==> src/rtl/full_adder_reg.sv <==
// Registered ripple-carry adder built from 1-bit full-adder cells, with carry
// chaining across beats so operands wider than WIDTH can be summed piecewise.
module full_adder_reg #(
  parameter int WIDTH = 1
) (
  input  logic             clk,
  input  logic             rst_n,
  input  logic             in_valid,
  input  logic [WIDTH-1:0] a,
  input  logic [WIDTH-1:0] b,
  input  logic             cin,
  input  logic             chain_en,
  output logic             out_valid,
  output logic [WIDTH-1:0] sum,
  output logic             cout,
  output logic             ovf
);

  function automatic logic fa_sum(input logic x, input logic y, input logic c);
    return x ^ y ^ c;
  endfunction

  function automatic logic fa_carry(input logic x, input logic y, input logic c);
    return (x & y) | (x & c) | (y & c);
  endfunction

  logic [WIDTH:0]   carry_p0;
  logic [WIDTH-1:0] sum_p0;
  logic             ovf_p0;

  logic             vld_p1;
  logic [WIDTH-1:0] sum_p1;
  logic             cout_p1;
  logic             ovf_p1;

  // Stage p0: combinational carry chain from the input pins
  always_comb begin
    carry_p0    = '0;
    sum_p0      = '0;
    carry_p0[0] = chain_en ? cout_p1 : cin;
    for (int i = 0; i < WIDTH; i++) begin
      sum_p0[i]     = fa_sum(a[i], b[i], carry_p0[i]);
      carry_p0[i+1] = fa_carry(a[i], b[i], carry_p0[i]);
    end
    ovf_p0 = carry_p0[WIDTH] ^ carry_p0[WIDTH-1];
  end

  // Stage p1: result registers; they hold across idle cycles so cout_p1
  // survives a gap and can seed a later chained beat
  always_ff @(posedge clk or negedge rst_n) begin
    if (!rst_n) begin
      vld_p1  <= 1'b0;
      sum_p1  <= '0;
      cout_p1 <= 1'b0;
      ovf_p1  <= 1'b0;
    end else begin
      vld_p1 <= in_valid;
      if (in_valid) begin
        sum_p1  <= sum_p0;
        cout_p1 <= carry_p0[WIDTH];
        ovf_p1  <= ovf_p0;
      end
    end
  end

  assign out_valid = vld_p1;
  assign sum       = sum_p1;
  assign cout      = cout_p1;
  assign ovf       = ovf_p1;

endmodule

==> config.mk <==
export PLATFORM = sky130hd
export DESIGN_NAME = full_adder_reg
export DESIGN_NICKNAME = d
export VERILOG_FILES = /design/src/rtl/full_adder_reg.sv
export SDC_FILE = /design/constraint.sdc
export NUM_CORES = 1
export LEC_CHECK = 0
export ABC_AREA = 1
export BUFFER_PORTS_ARGS = -buffer_cell sky130_fd_sc_hd__clkbuf_2
export CAP_MARGIN = 15
export CORE_AREA = 2 2 39 41
export CTS_CLUSTER_DIAMETER = 100
export CTS_CLUSTER_SIZE = 25
export DETAILED_ROUTE_END_ITERATION = 8
export DIE_AREA = 0 0 41 43
export GPL_ROUTABILITY_DRIVEN = 0
export PLACE_DENSITY = 0.4
export RECOVER_POWER = 50
export SETUP_SLACK_MARGIN = 0.05
export SYNTH_ARGS = -nofsm -noshare
export SYNTH_HDL_FRONTEND = slang
export SYNTH_SLANG_ARGS = --single-unit
==> constraint.sdc <==
create_clock -name clk -period 1.73 [get_ports clk]
set_input_delay 0.173 -clock clk [delete_from_list [all_inputs] [get_ports clk]]
set_output_delay 0.173 -clock clk [all_outputs]
set_load 0.02 [all_outputs]
==> out/metrics.yaml <==
power:
  power_density_nw_per_um2: 988
  finalPower_mw: 0.294
  vdd_drop_max_mv: 0.157
  leakage_nw: 0.161
global_routing:
  grt_pass1_vias: 196
  gr-total-overflow: 0
  grt_max_degree: 5
  grt_pass1_wl_um: 683
  antenna_found_initial: 0
  grt_util_all_layers: 0.0615
cts:
  hold_buffers: 1
  cts_buffers: 3
  cts_buffer_depth: 2
  post_cts_buffers: 0
  cts_sinks: 4
  clk_transition_reported_paths_ps: 40
  cts-resized-gates: 0
  htree_levels: 1
  cts-root-buf: "clkbuf_4"
  cts_tree: "yes"
  insertion_delay_ps: 230
yosys:
  synth_mux_area_frac: 0
  yosys.area_share.adder: 0.101
  yosysWarnings: 0
  syn_inst: 22
  syn_area_um2: 199
  synth_top_family_by_area: "simple AND/OR/NAND/NOR gates"
  ys_types: 9
  ys_seq_area_frac: 0.503
  ys_seq_elements: 4
  synth_compound_area_frac: 0
  synth_fp_nets: 30
  synth.avg_cell_area_um2: 9.04
  yosys.area.top_type: "dfrtp_1"
  synthXorXnorAreaFrac: 0
  synth_area_leaders: "dfrtp_1 50%, nand2_1 17%, fa_1 10%, nand2_2 6.3%, nand3_2 5.0%"
  yosysTopAreaCellShare: 0.503
  yosys.area_share.simple: 0.340
setup_path:
  cp_cell_sequence: "nand2_1, nand2_2, fa_1, nand2_1, clkinv_1, nand3_1, nand3_2"
  path_max_fanout: 3
  path_class: "flop to flop"
  r2r_start: "cout$_DFFE_PN0P_"
  worst-r2r-setup-slack_ps: 330
  cp_common_cell: "nand2_1"
  cp.required_ps: 1840
  crit_arrival_ps: 1510
  worstRegToRegCells: 7
  max_stage_delay_ps: 400
  timing.rr.end: "ovf$_DFFE_PN0P_"
  start_kind: "flop"
  endpoint_kind: "flop"
  slowest_stage: "fa_1"
route:
  via_per_inst: 3.40
  route.detailed.drc: 0
  wl_per_cell_um: 7.37
  ant_nets: 0
  vias: 177
  wirelength_um: 383
  first_pass_iters: 4
  drt_iter0_drc: 4
worst_hold_path:
  min_path_cells: 1
  holdPathEnd: "out_valid$_DFF_PN0_"
  hp-start: "in_valid"
  hp-class: "input pin to flop"
final_layout:
  final_nets: 46
  layout.filler_cells: 150
  area_delta_synth_final_pct: 49.7
  diodes: 0
  drive_gt1_frac: 0.389
timing:
  slew_violations: 0
  hold_viol_final: 0
  worstMarginPinSlew_ps: 257
  skew_ps: 2.63
  slew_headroom: 0.830
  max_freq_mhz: 715
  whs_ps: 116
  finalCritPeriodShare: 0.808
  rsz0062_at_grt: "false"
  setup_violations: 0
  period_needed_ps: 1400
  tns_ps: 0
floorplan:
  io_pins: 11
  die_area_um2: 1760
  fp.dieW_um: 41
  dieHeight_um: 43
  core_area_um2: 1380
  initial_core_util: 0.144
  num_rows: 14
placed_design:
  port_buffers: 10
run_status:
  status: "complete, no violations"
flow_run:
  cap_violations: 0
## cells by family (layout without fill, tap and decap cells)
family | count (synthesis) | after routing
and+or+nand+nor | 14 | 14
DFF | 4 | 4
buffers and inverters | 3 | 17
adders and majority gates | 1 | 1
## state kept, by name, summed over array words and instances (netlist names)
name,cells
ovf,1
sum,1
cout,1
out_valid,1
## area by class of cell
type / count / area (um2) / share of cell area
multi-input cells: 15 / 87.6 / 0.294
repair buffers: 11 / 56.3 / 0.189
flip-flops and latches: 4 / 100 / 0.336
clock buffers: 3 / 22.5 / 0.0756
well taps: 16 / 20.0 / 0.0672
inverters: 3 / 11.3 / 0.0378
## power by group
group	switching, mW	internal, mW	leakage (nW)
clock	0.0355	0.0774	0.0138
combinational	0.0420	0.0261	0.0989
sequential	0.00689	0.106	0.0485
## worst max-delay path by stage
stage / from / to / cells past startpoint
global placement: cout$_DFFE_PN0P_ / ovf$_DFFE_PN0P_ / 7
CTS: cout$_DFFE_PN0P_ / ovf$_DFFE_PN0P_ / 7
floorplan: cout$_DFFE_PN0P_ / ovf$_DFFE_PN0P_ / 7
detailed placement: cout$_DFFE_PN0P_ / ovf$_DFFE_PN0P_ / 7
finish: cout$_DFFE_PN0P_ / ovf$_DFFE_PN0P_ / 7
global route: cout$_DFFE_PN0P_ / ovf$_DFFE_PN0P_ / 7
## cell usage in the layout, fill, tap and decap left out
cell type | netlist | routed
dfrtp_1 | 4 | 4
nand2_1 | 9 | 9
dlygate4sd3_1 | 0 | 1
nand3_2 | 1 | 1
nand2_2 | 2 | 2
inv_1 | 2 | 2
clkbuf_1 | 0 | 3
clkbuf_4 | 0 | 3
nor2_2 | 1 | 1
clkinv_1 | 1 | 1
fa_1 | 1 | 1
clkbuf_2 | 0 | 7
nand3_1 | 1 | 1
## synth_stat cells
library cell,number
fa_1,1
inv_1,2
clkinv_1,1
nand3_1,1
nand2_2,2
nor2_2,1
nand3_2,1
dfrtp_1,4
nand2_1,9
## layer usage
metal  vias to the layer above  part of all wire  wire length, um  track usage
li1                         96                 -                -            -
met1                        70              0.50              193       0.0814
met2                        11              0.38              146       0.0656
met3                         0              0.11               43       0.0157
met4                         0                 0                0       0.0800
met5                         -                 0                0            0
## worst max-delay path, delay by kind of cell (launching register included)
family,cells,cell delay [ps]
and+or+nand+nor,5,420
buffers and inverters,1,60
adders and majority gates,1,400
DFF,1,390
## per-stage QoR
step	worst slack, ps	area, um2	cells	util
after detailed placement	357	269	48	0.194
after global routing	257	298	52	0.215
final	332	298	52	0.215
after floorplan	329	199	22	-
after CTS	335	302	52	0.218
after global placement	334	269	48	0.194
(Power assumes the default switching activity.)
